<file path="config.mk">
export PLATFORM = sky130hd
export DESIGN_NAME = branch_decode
export DESIGN_NICKNAME = d
export VERILOG_FILES = /design/src/rtl/legv8_pkg.sv /design/src/rtl/cond_eval.sv /design/src/rtl/branch_decode.sv
export SDC_FILE = /design/constraint.sdc
export NUM_CORES = 1
export LEC_CHECK = 0
export ABC_AREA = 1
export ABC_CLOCK_PERIOD_IN_PS = 1600
export CAP_MARGIN = 20
export CORE_AREA = 3 3 78 66
export CTS_CLUSTER_DIAMETER = 40
export DETAILED_ROUTE_END_ITERATION = 12
export DIE_AREA = 0 0 81 69
export DONT_BUFFER_PORTS = 1
export SLEW_MARGIN = 10
export SYNTH_ARGS = -nofsm -noshare
export SYNTH_HDL_FRONTEND = slang
export SYNTH_SLANG_ARGS = --single-unit
</file>
<file path="constraint.sdc">
create_clock -name clk -period 1.6 [get_ports clk]
set_clock_uncertainty 0.2 [all_clocks]
set_input_delay 0.24 -clock clk [delete_from_list [all_inputs] [get_ports clk]]
set_output_delay 0.24 -clock clk [all_outputs]
set_load 0.05 [all_outputs]
</file>
<file path="src/rtl/legv8_pkg.sv">
`default_nettype none
// ============================================================================
//  Module      : legv8_pkg
//  Description : Shared opcode constants, condition-code enum, NZVC flag
//                struct and squash-state enum for the LEGv8 branch logic.
//  Revision    : 1.0 - initial release
// ============================================================================
package legv8_pkg;

  // Opcode fields, compared against the top bits of the instruction word
  localparam logic [5:0]  OP_B     = 6'b000101;      // [31:26]
  localparam logic [7:0]  OP_CBZ   = 8'b10110100;    // [31:24]
  localparam logic [7:0]  OP_BCOND = 8'b01010100;    // [31:24]
  localparam logic [10:0] OP_ADDS  = 11'b10101011000; // [31:21]
  localparam logic [10:0] OP_SUBS  = 11'b11101011000; // [31:21]

  // ARM condition-code encoding carried in B.cond bits [3:0]
  typedef enum logic [3:0] {
    COND_EQ = 4'b0000,
    COND_NE = 4'b0001,
    COND_HS = 4'b0010,
    COND_LO = 4'b0011,
    COND_MI = 4'b0100,
    COND_PL = 4'b0101,
    COND_VS = 4'b0110,
    COND_VC = 4'b0111,
    COND_HI = 4'b1000,
    COND_LS = 4'b1001,
    COND_GE = 4'b1010,
    COND_LT = 4'b1011,
    COND_GT = 4'b1100,
    COND_LE = 4'b1101,
    COND_AL = 4'b1110,
    COND_NV = 4'b1111
  } cond_e;

  // Architectural flags, packed MSB-first as {N,Z,V,C}
  typedef struct packed {
    logic n;
    logic z;
    logic v;
    logic c;
  } nzvc_t;

  // Wrong-path squash FSM
  typedef enum logic [0:0] {
    SQ_IDLE      = 1'b0,
    SQ_SQUASHING = 1'b1
  } sq_state_e;

endpackage : legv8_pkg
`default_nettype wire

</file>
<file path="src/rtl/cond_eval.sv">
`default_nettype none
// ============================================================================
//  Module      : cond_eval
//  Description : Combinational evaluation of an ARM condition code against
//                the registered NZVC flags.
//  Revision    : 1.0 - initial release
// ============================================================================
module cond_eval
  import legv8_pkg::*;
(
  input  nzvc_t i_flags,
  input  cond_e i_cond,
  output logic  o_taken
);

  // Decode the condition against the flag register; AL and NV always pass
  always_comb begin
    o_taken = 1'b1;
    case (i_cond)
      COND_EQ: o_taken = i_flags.z;
      COND_NE: o_taken = ~i_flags.z;
      COND_HS: o_taken = i_flags.c;
      COND_LO: o_taken = ~i_flags.c;
      COND_MI: o_taken = i_flags.n;
      COND_PL: o_taken = ~i_flags.n;
      COND_VS: o_taken = i_flags.v;
      COND_VC: o_taken = ~i_flags.v;
      COND_HI: o_taken = i_flags.c & ~i_flags.z;
      COND_LS: o_taken = ~i_flags.c | i_flags.z;
      COND_GE: o_taken = (i_flags.n == i_flags.v);
      COND_LT: o_taken = (i_flags.n != i_flags.v);
      COND_GT: o_taken = ~i_flags.z & (i_flags.n == i_flags.v);
      COND_LE: o_taken = i_flags.z | (i_flags.n != i_flags.v);
      COND_AL: o_taken = 1'b1;
      COND_NV: o_taken = 1'b1;
      default: o_taken = 1'b1;
    endcase
  end

endmodule : cond_eval
`default_nettype wire

</file>
<file path="src/rtl/branch_decode.sv">
`default_nettype none
// ============================================================================
//  Module      : branch_decode
//  Description : LEGv8 branch resolution, NZVC flag register, wrong-path
//                squash after taken branches and a saturating taken-branch
//                counter for debug.
//  Revision    : 1.0 - initial release
// ============================================================================
module branch_decode #(
  parameter int SQUASH_SLOTS = 1,
  parameter int CNT_W        = 16
) (
  input  logic              clk,
  input  logic              rst,          // asynchronous, active-low
  input  logic [31:0]       instruction,
  input  logic              instr_valid,
  input  logic              cbz_zero,
  input  logic              alu_n,
  input  logic              alu_z,
  input  logic              alu_v,
  input  logic              alu_c,
  output logic              BrTaken,
  output logic              UncondBr,
  output logic [3:0]        flags,
  output logic              squash,
  output logic [CNT_W-1:0]  taken_count
);
  import legv8_pkg::*;

  localparam logic [1:0] C_SQ_INIT = 2'(SQUASH_SLOTS);
  localparam logic       C_SQ_EN   = (SQUASH_SLOTS > 0);

  logic             eff_valid;
  logic             is_b;
  logic             is_cbz;
  logic             is_bcond;
  logic             is_flag_set;
  logic             cond_hit;
  nzvc_t            flags_q,  flags_d;
  sq_state_e        state_q,  state_d;
  logic [1:0]       sq_cnt_q, sq_cnt_d;
  logic [CNT_W-1:0] count_q,  count_d;

  // Offset and register-number fields play no part in branch resolution
  logic unused_bits;
  assign unused_bits = ^instruction[20:4];

  cond_eval u_cond_eval (
    .i_flags (flags_q),
    .i_cond  (cond_e'(instruction[3:0])),
    .o_taken (cond_hit)
  );

  // Opcode decode and zero-latency branch resolution into the next-PC mux
  always_comb begin
    eff_valid   = instr_valid & (state_q != SQ_SQUASHING);
    is_b        = eff_valid & (instruction[31:26] == OP_B);
    is_cbz      = eff_valid & (instruction[31:24] == OP_CBZ);
    is_bcond    = eff_valid & (instruction[31:24] == OP_BCOND);
    is_flag_set = eff_valid & ((instruction[31:21] == OP_ADDS) |
                               (instruction[31:21] == OP_SUBS));
    BrTaken     = is_b | (is_cbz & cbz_zero) | (is_bcond & cond_hit);
    UncondBr    = is_b;
  end

  // Next-state for flags, squash FSM and taken counter
  always_comb begin
    flags_d  = flags_q;
    state_d  = state_q;
    sq_cnt_d = sq_cnt_q;
    count_d  = count_q;

    if (is_flag_set) begin
      flags_d = '{n: alu_n, z: alu_z, v: alu_v, c: alu_c};
    end

    case (state_q)
      SQ_IDLE: begin
        if (BrTaken && C_SQ_EN) begin
          state_d  = SQ_SQUASHING;
          sq_cnt_d = C_SQ_INIT;
        end
      end
      SQ_SQUASHING: begin
        // Bubbles do not occupy a wrong-path slot, so only valid slots count
        if (instr_valid) begin
          sq_cnt_d = sq_cnt_q - 2'd1;
          if (sq_cnt_q == 2'd1) begin
            state_d = SQ_IDLE;
          end
        end
      end
      default: begin
        state_d  = SQ_IDLE;
        sq_cnt_d = 2'd0;
      end
    endcase

    if (BrTaken && !(&count_q)) begin
      count_d = count_q + CNT_W'(1);
    end
  end

  // State registers; reset aborts any squash in progress
  always_ff @(posedge clk or negedge rst) begin
    if (!rst) begin
      flags_q  <= '0;
      state_q  <= SQ_IDLE;
      sq_cnt_q <= 2'd0;
      count_q  <= '0;
    end else begin
      flags_q  <= flags_d;
      state_q  <= state_d;
      sq_cnt_q <= sq_cnt_d;
      count_q  <= count_d;
    end
  end

  assign flags       = flags_q;
  assign squash      = (state_q == SQ_SQUASHING);
  assign taken_count = count_q;

endmodule : branch_decode
`default_nettype wire

</file>
* After elaboration in Yosys (flattened, before gate mapping) *
Index checks and enable logic that the tools add are counted.

word-level totals
  flip-flop bits (word level) = 23
  latch bits = 0
  bits in writable memories = 0
  bits in read-only memories = 0
  bits of input ports = 40
  output and inout port bits = 23
  memories kept = 0

operators by class
  add/sub/neg operators = 2
  multipliers = 0
  div/mod/pow operators = 0
  order comparisons = 0
  equality and inequality tests = 25
  shifts and indexed selects = 0
  mux-type cells = 8
  bitwise logic cells = 19
  reductions and logical operators = 6

operator list
  cell                   number
  $eq 4x4->1 const B     8
  $eq 11x11->1 const B   2
  $add 16x1->16 const B  1
  $eq 4x3->1 const B     4
  $reduce_and 16->1      1
  $pmux 1 s15            1
  $and 1x1->1            9
  $eq 4x2->1 const B     2
  $eq 8x7->1 const B     1
  $eq 8x8->1 const B     1
  $eq 6x3->1 const B     1
  $not 1->1              5
  $or 1x1->1             5
  $eq 4x1->1 const B     1
  $logic_not 4->1        1
  $mux 2                 2
  $ne 2x2->1 const B     2
  $pmux 2 s2             1
  $mux 1                 3
  $eq 2x1->1 const B     1
  $pmux 1 s2             1
  $reduce_and 2->1       1
  $reduce_or 2->1        1
  $sub 2x1->2 const B    1
  4 further kinds        4

* Logic depth before layout (Yosys ltp) *
  depth after elaboration = 8
  depth in mapped cells = 14
  depth with buffers taken out = 13

* Hierarchy *
Synthesis repeated with hierarchy kept, for this count alone.

unflattened totals
  cells, all modules = 266
  area total of the unflattened synthesis = 1798.0 µm²

by module, submodules not included
  module         times used  cells each  area each (µm²)
  branch_decode  1           214         1565.3
  cond_eval      1           52          232.7

* Least setup slack after synthesis *
OpenSTA, ideal clock, no wires.

  kind = register to register
  start point = register count_q[0] (netlist: taken_count[0])
  end point = register count_q[7] (netlist: taken_count[7])
  setup time = 120 ps
  data arrival time = 1936 ps
  required time = 1280 ps
  slack = -656 ps
  stages on the path, launching flop included = 10
  cells stage by stage = dfrtp_1 > ha_1 > nand3_2 > nor2_2 > nand2_1 > clkinv_1 > nand4_2 > buf_2 > nand3_1 > nand2_1

between the ends
  cells in the longest elaborated chain, start to end = 3
  elaborated cells on any way between the ends = 4
  those cells by class = 1 x add/sub; 3 x reduce/logical

ends and longest elaborated chain
  what                                                   line                  source
  start: declaration                                     branch_decode.sv:42   logic [CNT_W-1:0] count_q, count_d;
  start signal: assignment                               branch_decode.sv:115  count_q <= count_d;
  branches (longest 3 deep; another with $add 16x1->16)  -

Parallel ways; which one is timed is not known.
A chain may end at the register's enable or synchronous reset.

* Worst setup path after layout *
  start point = register state_q (netlist: squash)
  end point = output port BrTaken

between the ends
  cells in the longest elaborated chain, start to end = 6
  elaborated cells on any way between the ends = 9
  those cells by class = 9 x bitwise

ends and longest elaborated chain
  what                      line                  source
  start: declaration        branch_decode.sv:40   sq_state_e state_q, state_d;
  start signal: assignment  branch_decode.sv:113  state_q <= state_d;
  $not 1->1 (*)             -
  $and 1x1->1 (*)           branch_decode.sv:56   eff_valid = instr_valid & (state_q != SQ_SQUASHING);
  $and 1x1->1               branch_decode.sv:58   is_cbz = eff_valid & (instruction[31:24] == OP_CBZ);
  $and 1x1->1               branch_decode.sv:62   BrTaken = is_b | (is_cbz & cbz_zero) | (is_bcond & cond_hit);
  $or 1x1->1                branch_decode.sv:62
  $or 1x1->1 (*)            branch_decode.sv:62
  end: declaration          branch_decode.sv:22   output logic BrTaken,

Mark *: on every way between the ends. The rest lies on a longest branch, timed or not.

==> impl_results.md <==
- Fillers: 456
- Unique masters post-synth: 30
- Ratio of cells with drive above 1 in the final layout: 0.395
- DRT Wirelength: slightly above 4000 um
- Tcrit/Tclk final: 1.26
- Initial core utilization: 0.371
- Most common library cells after synthesis: nand2_1, dfrtp_1, nand3_1
- Crit Path Category: flip-flop to primary output
- Crit path buf inv count: 2
- R2r setup slk: -300 ps
- Hold Fails Final Rpt: 0
- Largest net degree at the start of global routing: 24
- Critical Path Start: squash
- Yosys top cell by area: dfrtp_1
- Post-synth EDFFs: 0
- Worst Reg-to-Reg Cells: 11
- Area Overhead vs Synth: 39.7%
- Gr usage total: 0.157
- Final GP Congestion: 0.831
- Core Box Area: 4460 um^2
- Vias: between 1.5k and 2k
- Antenna Violating Nets Remaining: 0
- First-pass GRT wire length: 7180 um
- Wire per inst: roughly 12 um
- Crit path to: BrTaken
- Most frequent cell after synthesis: nand2_1
- Met2 usage: 0.235
- Post-synth top flop: dfrtp_1
- Mean Syn Cell Area: 7.56 um^2
- P_leak: 1.15 nW
- RR Endpoint: taken_count[8]
- Clock Sinks: 23
- DP Worst Slack: -193 ps
- Status: complete, but fails checks
- CP cell instances: inv_2 -> nand2_2 -> nor3_2 -> nand4_1 -> nor2_2 -> nand2_4 -> nand2_8 -> buf_12
- Crit path max-delay family: simple AND/OR/NAND/NOR gates
- Initial DRC count: 79
- H-tree depth: 1
- Worst skew pair latency: 270 ps
- Yosys top cell area share: 0.347
- Grt met1 use: 0.224
- Startpoint Class: flip-flop
- CP endpoint kind: primary output
- Clk pwr share: 0.279
- Grt met3 use: 0.0366
- Unrepaired setup endpoints after global routing: true
- Vias in the first global route: 1,604
- IO Count: 63
- Initial DRT Pass Iterations: 4
- Nets: approximately 320
- Rows: 22
- R2r startpoint: squash
- Final HPWL DP: 3130 um
- Crit path DAT: ~1600 ps
- Clk buf depth: 2
- Total CTS buffers: 3
- Antenna fix cells: 0
- Final Max Slew Viols: 0
- Total grt overflow: 0
- Synth warnings: 0
- Syn_nets: ~260
- PnR worst setup slack: -416 ps
- Fmax: just under 500 MHz
- Final worst path period need: 2020 ps
- I/O Buffers: 0
- Cell area after synthesis: 1660 um^2
- Die width: between 80 and 90 um
- Critical path required time: 1160 ps
- Crit path max fanout: 7
- Worst-Margin Slew: between 300 and 400 ps
- NetSw: 0.000420 W
- Hold Crit Class: primary input to asynchronous set/reset pin
- Levels on crit path: 8
- Sequential element share of the synthesized area: 0.347
- Rel. slew slack: 0.744
- Critical-path top delay cell: dfrtp_2
- Initial antenna violation count: 0
- Int Pwr: 0.000929 W
- CTS tree: done
- Die Footprint: 5590 um^2
- Sequential share of power: 0.492
- Ys async rst share: 1.00
- Synthesis-stage register bit count: 23
- Final setup violating endpoints: 21
- Die height: 69 um
- Via density: 4.72
- Detailed-route DRC error count: 0
- Max-Cap Viols: 0
- Worst-path clk slew: approximately 90 ps
- CTS root buffer: clkbuf_8
- Top cells by area, synth: dfrtp_1, nand2_1, nand3_2, nand3_1, inv_1
- Failing checks: negative setup slack
- Pwr dens: 583 nW/um^2
- Total power draw: 0.00135 W
- Sw Share: 0.311
- VDD IR max: 0.000410 V
- Peak per-stage delay on the critical path: 410 ps
- Combinational power share: 0.228
- Layer with the highest usage: met2
- Gate Count Post-Synth: 219
power groups by stage:
stage	logic [W]	registers (W)	clock network (W)
final	0.000308	0.000664	0.000377
after global routing	0.000349	0.000673	0.000413
after CTS	0.000296	0.000665	0.000393
after detailed placement	0.000270	0.000675	0
after global placement	0.000262	0.000674	0
after floorplan	0.000139	0.000738	0
cells by family after synthesis:
group,count (synthesis),share of synthesized area
compound gates,6,0.0204
xor+xnor,13,0.0687
fa+ha+maj,2,0.0151
buf+inv,26,0.0853
flops,23,0.347
mux,4,0.0272
simple gates,145,0.436
metrics by stage:
step	instance area [um^2]	hold slack, ps	utilization	setup TNS (ps)	cells
floorplan	1740	-256	-	-4660	219
global route	2310	128	0.519	-7700	336
detailed placement	2130	-255	0.478	-3110	323
finish	2310	116	0.519	-5410	336
global placement	2130	-255	0.478	-2680	323
CTS	2280	135	0.512	-5250	335
what timing repair did:
item | 4_1_cts | 5_1_grt
resized for setup | 7 | 3
hold buffers | 6 | 0
setup buffers | 2 | 2
setup endpoints to repair | 20 | 21
endpoints found under the hold margin | 30 | 0
pin swaps | 6 | 4
flip-flops by register name, summed over array words and instances (netlist names):
| register | count |
|---|---|
| flags | 4 |
| sq_cnt_q | 2 |
| squash | 1 |
| taken_count | 16 |
how the worst min path moves through the flow:
stage	startpoint	endpoint	slack (ps)	cells after the start
6_report	rst	taken_count[12]	120	1
5_1_grt	rst	taken_count[12]	130	1
4_1_cts	instruction[24]	flags[2]	130	3
3_5_place_dp	rst	taken_count[14]	-260	0
3_3_place_gp	rst	taken_count[14]	-260	0
2_1_floorplan	rst	flags[0]	-260	0
metal layers:
layer  routed length, um  share of wire  vias up
met5                   0              0        -
met3                 234          0.057        6
li1                    -              -      828
met4                  53          0.013        0
met2                1790           0.44       41
met1                2000           0.49      710
layout by cell type (no fill, tap or decap), types with 2 or more instances in the layout:
master / Yosys / layout
nand2_1: 74 / 70
buf_4: 0 / 49
nand3_1: 20 / 17
inv_1: 17 / 13
nor2_1: 13 / 13
nand3_2: 11 / 13
dfrtp_2: 0 / 12
dfrtp_1: 23 / 11
nand4_1: 8 / 8
xnor2_1: 7 / 7
xor2_1: 6 / 6
dlygate4sd3_1: 0 / 6
inv_2: 2 / 5
nand2_2: 2 / 5
nor3_1: 4 / 4
mux2_2: 4 / 4
nor2_2: 4 / 3
o21ai_1: 2 / 3
nor4_1: 3 / 3
clkbuf_8: 0 / 3
a21oi_2: 1 / 2
nand2_8: 0 / 2
final cells by class:
type,count,area (um^2),share of cell area
Multi-Input combinational cell,170,1020,0.443
Timing Repair Buffer,58,487,0.210
Clock buffer,4,45.0,0.0195
Tap cell,60,75.1,0.0324
Inverter,21,92.6,0.0400
Sequential cell,23,591,0.255
Power figures use the tool's default switching activity.
